--- src/rtl/slt_iter.sv ---
// Multi-cycle set-less-than (signed/unsigned), comparing CHUNK bits per cycle from the MSB chunk down.
// Latency: 1..N cycles from accept to done, exiting on the first differing chunk; N for equal operands.
// Backpressure: none; start is accepted only in IDLE or DONE and ignored while busy.
module slt_iter #(
    parameter int WIDTH = 32,
    parameter int CHUNK = 8
) (
    input  logic             clk,
    input  logic             rst_n,
    input  logic             start,
    input  logic             is_signed,
    input  logic [WIDTH-1:0] rs,
    input  logic [WIDTH-1:0] rt,
    output logic [WIDTH-1:0] rd,
    output logic             overflow,
    output logic             busy,
    output logic             done
);

    localparam int N     = WIDTH / CHUNK;
    localparam int IDX_W = (N > 1) ? $clog2(N) : 1;
    localparam logic [IDX_W-1:0] IDX_LAST = IDX_W'(N - 1);

    typedef enum logic [1:0] {
        ST_IDLE,
        ST_CMP,
        ST_DONE
    } state_t;

    state_t           state_q, state_d;
    logic [WIDTH-1:0] rs_q, rs_d;
    logic [WIDTH-1:0] rt_q, rt_d;
    logic             sgn_q, sgn_d;
    logic [IDX_W-1:0] idx_q, idx_d;
    logic             lt_q, lt_d;
    logic             ovf_q, ovf_d;

    logic [CHUNK-1:0] rs_chunk;
    logic [CHUNK-1:0] rt_chunk;

    // Chunk mux; flipping the sign bit of the top chunk turns a signed compare into an unsigned one.
    always_comb begin
        rs_chunk = '0;
        rt_chunk = '0;
        for (int i = 0; i < N; i++) begin
            if (idx_q == IDX_W'(i)) begin
                rs_chunk = rs_q[WIDTH-1-i*CHUNK -: CHUNK];
                rt_chunk = rt_q[WIDTH-1-i*CHUNK -: CHUNK];
            end
        end
        if (sgn_q && (idx_q == '0)) begin
            rs_chunk[CHUNK-1] = ~rs_chunk[CHUNK-1];
            rt_chunk[CHUNK-1] = ~rt_chunk[CHUNK-1];
        end
    end

    always_comb begin
        state_d = state_q;
        rs_d    = rs_q;
        rt_d    = rt_q;
        sgn_d   = sgn_q;
        idx_d   = idx_q;
        lt_d    = lt_q;
        ovf_d   = 1'b0;

        case (state_q)
            ST_IDLE, ST_DONE: begin
                if (start) begin
                    rs_d    = rs;
                    rt_d    = rt;
                    sgn_d   = is_signed;
                    idx_d   = '0;
                    state_d = ST_CMP;
                end else begin
                    state_d = ST_IDLE;
                end
            end
            ST_CMP: begin
                if (rs_chunk != rt_chunk) begin
                    lt_d    = (rs_chunk < rt_chunk);
                    state_d = ST_DONE;
                end else if (idx_q == IDX_LAST) begin
                    lt_d    = 1'b0;
                    state_d = ST_DONE;
                end else begin
                    idx_d   = idx_q + IDX_W'(1);
                end
            end
            default: state_d = ST_IDLE;
        endcase
    end

    always_ff @(posedge clk or negedge rst_n) begin
        if (!rst_n) begin
            state_q <= ST_IDLE;
            rs_q    <= '0;
            rt_q    <= '0;
            sgn_q   <= 1'b0;
            idx_q   <= '0;
            lt_q    <= 1'b0;
            ovf_q   <= 1'b0;
        end else begin
            state_q <= state_d;
            rs_q    <= rs_d;
            rt_q    <= rt_d;
            sgn_q   <= sgn_d;
            idx_q   <= idx_d;
            lt_q    <= lt_d;
            ovf_q   <= ovf_d;
        end
    end

    assign rd       = WIDTH'(lt_q);
    assign overflow = ovf_q;
    assign busy     = (state_q == ST_CMP);
    assign done     = (state_q == ST_DONE);

endmodule
--- config.mk ---
export PLATFORM = sky130hd
export DESIGN_NAME = slt_iter
export DESIGN_NICKNAME = d
export VERILOG_FILES = /design/src/rtl/slt_iter.sv
export SDC_FILE = /design/constraint.sdc
export NUM_CORES = 1
export LEC_CHECK = 0
export ABC_AREA = 1
export CAP_MARGIN = 5
export CORE_AREA = 2 2 101 79
export DETAILED_ROUTE_END_ITERATION = 6
export DIE_AREA = 0 0 103 81
export PLACE_DENSITY = 0.84
export SLEW_MARGIN = 10
export SYNTH_ARGS = -nofsm -noshare
export SYNTH_HDL_FRONTEND = slang
export SYNTH_SLANG_ARGS = --single-unit
--- constraint.sdc ---
create_clock -name clk -period 6.65 [get_ports clk]
set_input_delay 1.33 -clock clk [delete_from_list [all_inputs] [get_ports clk]]
set_output_delay 1.33 -clock clk [all_outputs]
set_load 0.005 [all_outputs]
==> impl_metrics.csv, run 1 <==
group,metric,value,unit
placement,dpl.hpwl,5460,µm
job,cap_viol_max_count,0,
sta,worst_slack,3.54,ns
floorplanning,fp.dieH,81,µm
worst_setup_path,worstReg2RegStart,"idx_q[0]$_DFFE_PN0P_",
finish,number_of_nets_at_the_end_of_the_flow,509,
worst_setup_path,worstPathArrival,3.39,ns
finish,area_growth_syn_to_layout,20.5,%
worst_setup_path,critical_path_launch_point_type,"flop",
detailed_routing,first_pass_iters,4,
detailed_routing,antenna_left,0,
clocking,clkLatencyLatePin,0.34,ns
sta,finalWorstPathRequiredPeriod,3.11,ns
worst_setup_path,crit_type,"flop to flop",
synth,synth_area_leaders,"dfrtp_1 47%, mux2_2 18%, buf_4 7.8%",
sta,hold_slack,0.502,ns
placement,io_buffer_count,70,
worst_setup_path,worst_r2r_endpoint,"idx_q[1]$_DFFE_PN0P_",
power_and_ir_drop,power_per_cell_area,276,mW/mm²
floorplanning,core_region_area,0.00750,mm²
synth,synthArstFlopShare,1.00,
clocking,cts.repair_timing.setup_buffer_count,0,
worst_setup_path,worstSetupStartpoint,"idx_q[0]$_DFFE_PN0P_",
synth,number_of_enable_type_register_cells_in_the_synthesized_netlist,0,
finish,final_area,0.00451,mm²
detailed_routing,routedWlPerCell,14.0,µm
finish,drive_gt1_frac,0.194,
worst_setup_path,rrSetupSlack,3.54,ns
clocking,clock_tree.buffer_depth,2,
grt,grt_max_degree,71,
synth,synthesis.yosys.warnings,0,
detailed_routing,remaining_drc_errors,0,
worst_setup_path,worst_path_fanout_max,17,
synth,synth.distinct_cells,20,
sta,relative_slew_margins,0.415,
sta,timing.setup.tns,0,ns
worst_setup_path,endpoint,"idx_q[1]$_DFFE_PN0P_",
detailed_routing,vias,2621,
status,run_status,"completed",
floorplanning,floorplan.die.width,103,µm
grt,gr-total-overflow,0,
placement,globalplace.congestion,0.824,
grt,grt_antenna_before_repair,0,
worst_setup_path,worst_setup_end_kind,"flop",
clocking,clock-root-buffer,"clkbuf_8",
clocking,cts_hold_buffers,0,
sta,period_share,0.468,
detailed_routing,drt-initial-drc-count,93,
finish,antenna_cells,0,
floorplanning,initial_core_util,0.499,
grt,grt_util_all_layers,0.194,
clocking,clock_pin_slew_reported_for_the_worst_setup_and_hold_paths_after_clock_tree_synthesis,0.07,ns
clocking,cts_tree,"done",
synth,yosys.area.top_type_share,0.468,
sta,tightest_pin_transition,0.877,ns
hold_path,min_from,"rs_q[10]$_DFFE_PN0P_",
grt,grt_first_pass_wirelength,12200,µm
clocking,htree_levels,3,
floorplanning,top_level_ports,103,
power_and_ir_drop,static-leakage-power,2.11,nW
synth,yosysMostFrequentCell,"nand2_1",
sta,clock_skew,0.00827,ns
sta,timing.fmax,322,MHz
clocking,cts_sinks,70,
placement,dpl_worst_slack,3.57,ns
floorplanning,die-area,0.00834,mm²
sta,timing_hold_violations_final,0,
sta,report.final.slew_viol_count,0,
synth,mappedNetlistArea,0.00374,mm²
sta,final-setup-viol-count,0,
detailed_routing,totalWireLength,7530,µm
sta,unrepaired_setup_endpoints_after_global_routing,"no",
synth,netlist_top_cells_count,"75 x nand2_1, 70 x dfrtp_1, 59 x mux2_2, 39 x buf_4, 26 x a21oi_1",
synth,postSynthRegisterBits,70,
power_and_ir_drop,power.total,0.00124,W
clocking,cts.repair.resized,0,
hold_path,hold_class,"flop to flop",
worst_setup_path,worst_ep_required_time,6.93,ns
clocking,tritoncts.num_buffers,9,
synth,postSynth.topFlopCell,"dfrtp_1",
power_and_ir_drop,vdd_ir_drop_max,145,µV
synth,synth_top_cell_by_area,"dfrtp_1",
synth,post_synth.cell_area_avg,10.2,µm²
placement,placed_area,0.00433,mm²
worst_setup_path,timing.reg2reg.worst_path_depth,16,
floorplanning,std_cell_rows,28,
grt,grt_pass1_vias,2594,
synth,synth_cells,366,
synth,ys_seq_area_frac,0.468,
detailed_routing,via_density,4.86,
placed cells by master, fill, tap and decap left out, types with 2 or more instances in the layout:
cell type        netlist  layout
clkbuf_1               0       2
ha_1                  12      12
dfrtp_1               70      70
clkbuf_8               0      11
a21o_1                 4       4
a21oi_1               26      26
mux2_4                 5       5
clkdlybuf4s50_1        0      69
inv_1                 15      15
conb_1                 1      32
mux2_2                59      59
nor2_1                15      15
nand2_1               75      75
o21ai_0               21      21
nand3_1                8       8
clkinv_2               0       2
cells by family (layout without fill, tap and decap cells):
group	after synthesis	after routing	share of synthesized area
adders and majority gates	12	12	0.0401
other	1	32	0.00100
muxes	64	64	0.198
AOI/OAI and AO/OA	52	52	0.0729
DFF	70	70	0.468
buffers and inverters	66	103	0.112
and+or+nand+nor	101	101	0.107
metrics by stage:
step	utilization	instances
2_1_floorplan	-	397
3_3_place_gp	0.578	523
3_5_place_dp	0.578	523
4_1_cts	0.601	539
5_1_grt	0.601	539
6_report	0.601	539
how the worst min path moves through the flow:
stage / slack (ns) / cells after the start / to
floorplan: 0.47 / 1 / rt_q[7]$_DFFE_PN0P_
global placement: 0.48 / 1 / rs_q[0]$_DFFE_PN0P_
detailed placement: 0.49 / 1 / rs_q[10]$_DFFE_PN0P_
CTS: 0.50 / 1 / rs_q[10]$_DFFE_PN0P_
global route: 0.52 / 1 / rt_q[9]$_DFFE_PN0P_
finish: 0.50 / 1 / rs_q[10]$_DFFE_PN0P_
where the power goes:
| part | total (W) | internal [W] | switching [W] |
|---|---|---|---|
| sequential | 0.000538 | 0.000498 | 0.0000402 |
| clock | 0.000309 | 0.000156 | 0.000153 |
| combinational | 0.000396 | 0.000194 | 0.000202 |
routing by layer:
| metal | up-vias | global-route usage | part of all wire |
|---|---|---|---|
| li1 | 1267 | - | - |
| met1 | 1251 | 0.252 | 0.45 |
| met2 | 93 | 0.316 | 0.47 |
| met3 | 10 | 0.0654 | 0.061 |
| met4 | 0 | 0.0487 | 0.014 |
| met5 | - | 0 | 0 |
layout make-up:
class	instances	area, µm²
Fill cell	646	2990
Sequential cell	70	1750
Multi-Input combinational cell	261	1680
Timing Repair Buffer	71	703
Clock buffer	13	159
Tap cell	105	131
Inverter	16	60.1
Clock inverter	3	18.8
critical path: stages, from the launching register on:
cell	delay (ns)
dfrtp_1	0.42
inv_1	0.10
ha_1	0.60
inv_1	0.45
nor2_1	0.18
nor2_1	0.05
nand2_1	0.11
nand2_1	0.05
nand2_1	0.05
nand2_1	0.05
ha_1	0.29
nand2_1	0.07
nor2_1	0.19
nand3_1	0.16
nand2_1	0.13
nand2_1	0.07
nand2_1	0.07
state kept, by name (all words and copies together), names as in the netlist:
name and cells:
idx_q 2, lt_q 1, rs_q 32, rt_q 32, sgn_q 1, state_q 2
Note: power is estimated with default switching activity, not from simulation.
==> inputs of run 2 (changes only) <==
- CORE_AREA: 2 2 101 79 -> 2 2 105 82
- DIE_AREA: 0 0 103 81 -> 0 0 107 84
- PLACE_DENSITY: 0.84 -> 0.79
- clock period: 6.65 -> 3.1 ns (I/O delays scaled with it)
==> run 2 against run 1 <==
Effect of this change: global-route usage fell by 1.2 points; sequential cell count unchanged; combinational power is 120% higher; worst hold slack worse by 0.029 ns; utilization decreased by 3.5 points; clock skew grew 0.0028 ns; via count grew 0.92%; largest power group unchanged; sequential share of layout area down 0.61 points; highest routed layer unchanged; non-clock buffer count is 3 higher; critical path depth is the same; critical path type unchanged; register-to-register slack worse by 3.2 ns; final area grew 1.6%; critical endpoint unchanged.
==> impl_metrics.csv, run 2 (synthesis gave the netlist of run 1 again) <==
group,metric,value,unit
status,run_status,"completed",
worst_setup_path,worst_ep_required_time,3.38,ns
floorplanning,fp.dieH,84,µm
finish,layout.cells.most_common,"nand2_1",
power_and_ir_drop,proportion_of_total_power_due_to_net_switching,0.303,
grt,grt_antenna_before_repair,0,
floorplanning,top_level_ports,103,
sta,worst_slack,0.384,ns
detailed_routing,drt-initial-drc-count,133,
clocking,tritoncts.num_buffers,9,
placement,dpl.hpwl,5650,µm
finish,area_growth_syn_to_layout,22.4,%
grt,grt_pass1_vias,2692,
floorplanning,core_region_area,0.00809,mm²
sta,timing.fmax,368,MHz
finish,number_of_nets_at_the_end_of_the_flow,512,
hold_path,hold_class,"input pin to asynchronous set/reset pin",
clocking,cts_sinks,70,
grt,grt_util_all_layers,0.183,
power_and_ir_drop,switching_power,0.000862,W
floorplanning,floorplan.die.width,107,µm
power_and_ir_drop,vdd_ir_drop_max,307,µV
clocking,cts_tree,"done",
power_and_ir_drop,power.total,0.00284,W
finish,reg_top3,"rs_q: 32 flops, rt_q: 32 flops",
clocking,cts.repair.resized,0,
floorplanning,die-area,0.00899,mm²
clocking,cts_hold_buffers,0,
detailed_routing,via_density,4.86,
power_and_ir_drop,power_per_cell_area,621,mW/mm²
finish,final_area,0.00458,mm²
detailed_routing,remaining_drc_errors,0,
detailed_routing,antenna_left,0,
clocking,htree_levels,3,
detailed_routing,totalWireLength,7760,µm
power_and_ir_drop,static-leakage-power,2.14,nW
clocking,clock_tree.buffer_depth,2,
clocking,clkLatencyLatePin,0.35,ns
finish,antenna_cells,0,
worst_setup_path,worst_path_fanout_max,11,
clocking,clock_pin_slew_reported_for_the_worst_setup_and_hold_paths_after_clock_tree_synthesis,0.07,ns
finish,drive_gt1_frac,0.200,
placement,io_buffer_count,70,
grt,grt_max_degree,71,
sta,hold_slack,0.474,ns
power_and_ir_drop,power.share.clock,0.289,
sta,timing.setup.tns,0,ns
sta,period_share,0.876,
worst_setup_path,timing.reg2reg.worst_path_depth,16,
worst_setup_path,crit_type,"flop to flop",
finish,num-fill-cells,720,
placement,globalplace.congestion,0.838,
job,cap_viol_max_count,0,
grt,gr-total-overflow,0,
sta,unrepaired_setup_endpoints_after_global_routing,"no",
worst_setup_path,critical_path_launch_point_type,"flop",
detailed_routing,first_pass_iters,5,
sta,finalWorstPathRequiredPeriod,2.72,ns
clocking,cts.repair_timing.setup_buffer_count,0,
sta,tightest_pin_transition,0.906,ns
grt,grt_first_pass_wirelength,12600,µm
floorplanning,std_cell_rows,29,
worst_setup_path,worst_setup_end_kind,"flop",
sta,relative_slew_margins,0.396,
detailed_routing,vias,2645,
floorplanning,initial_core_util,0.462,
detailed_routing,routedWlPerCell,14.3,µm
sta,report.final.slew_viol_count,0,
placement,placed_area,0.00436,mm²
worst_setup_path,worstPathArrival,3.00,ns
clocking,clock-root-buffer,"clkbuf_8",
power_and_ir_drop,internal_power,0.00198,W
power_and_ir_drop,power.combinational.fraction,0.302,
sta,final-setup-viol-count,0,
power_and_ir_drop,pwr-share-seq,0.409,
finish,layout.cells.most_common_list,"75 x nand2_1, 70 x dfrtp_1, 69 x clkdlybuf4s50_1",
placement,dpl_worst_slack,0.417,ns
sta,timing_hold_violations_final,0,
sta,clock_skew,0.0111,ns
[run 2: cell types whose count changed in the layout (fill, tap and decap cells not counted), sizes merged]
cell      previous run  this run
buf                  2         5
bufinv               0         2
clkbuf              13        12
clkinv               3         0
clkinvlp             0         1
[run 2: critical path, stage by stage, from the launching register on]
cell     delay (ns)
dfrtp_1        0.44
inv_1          0.10
ha_1           0.39
inv_1          0.10
nor2_2         0.25
nand2_1        0.08
nand2_1        0.06
o21ai_0        0.07
nand2_1        0.07
o21ai_0        0.11
ha_1           0.33
nand2_1        0.06
nor2_1         0.16
nand3_1        0.16
nand2_1        0.13
nand2_1        0.09
nand2_1        0.06
[run 2: layout make-up]
cell class	instances	area, µm²	share of cell area
sequential	70	1750	0.383
multi-input combinational	261	1680	0.368
timing repair buffer	74	726	0.158
clock buffer	12	155	0.0339
tap	108	135	0.0295
clock inverter	3	67.6	0.0148
inverter	16	60.1	0.0131
[run 2: per-layer routing]
layer	global-route usage	share of wire	vias to the layer above
met5	0	0	-
met4	0.0484	0.0081	0
met3	0.0578	0.063	8
met2	0.294	0.47	96
met1	0.239	0.46	1261
li1	-	-	1280
[run 2: power by group through the flow]
| stage | Combinational (W) | Clock, W | Sequential [W] |
|---|---|---|---|
| floorplan | 0.000648 | 0 | 0.00114 |
| global placement | 0.000821 | 0 | 0.00117 |
| detailed placement | 0.000856 | 0 | 0.00118 |
| CTS | 0.000865 | 0.000832 | 0.00116 |
| global route | 0.000974 | 0.000868 | 0.00118 |
| finish | 0.000859 | 0.000822 | 0.00116 |
[run 2: final timing paths]
path	start	endpoint	slack, ns
setup / recovery	idx_q[0]$_DFFE_PN0P_	idx_q[1]$_DFFE_PN0P_	0.38
hold / removal	rst_n	rs_q[31]$_DFFE_PN0P_	0.47
setup reg to reg	idx_q[0]$_DFFE_PN0P_	idx_q[1]$_DFFE_PN0P_	0.38
hold reg to reg	rs_q[14]$_DFFE_PN0P_	rs_q[14]$_DFFE_PN0P_	0.51
max in group asynchronous	rst_n	rs_q[4]$_DFFE_PN0P_	2.05
min in group clk	rs_q[14]$_DFFE_PN0P_	rs_q[14]$_DFFE_PN0P_	0.51
[run 2: through the flow]
step	util	instances
after floorplan	-	397
after global placement	0.538	529
after detailed placement	0.538	529
after CTS	0.566	544
after global routing	0.566	544
final	0.566	544
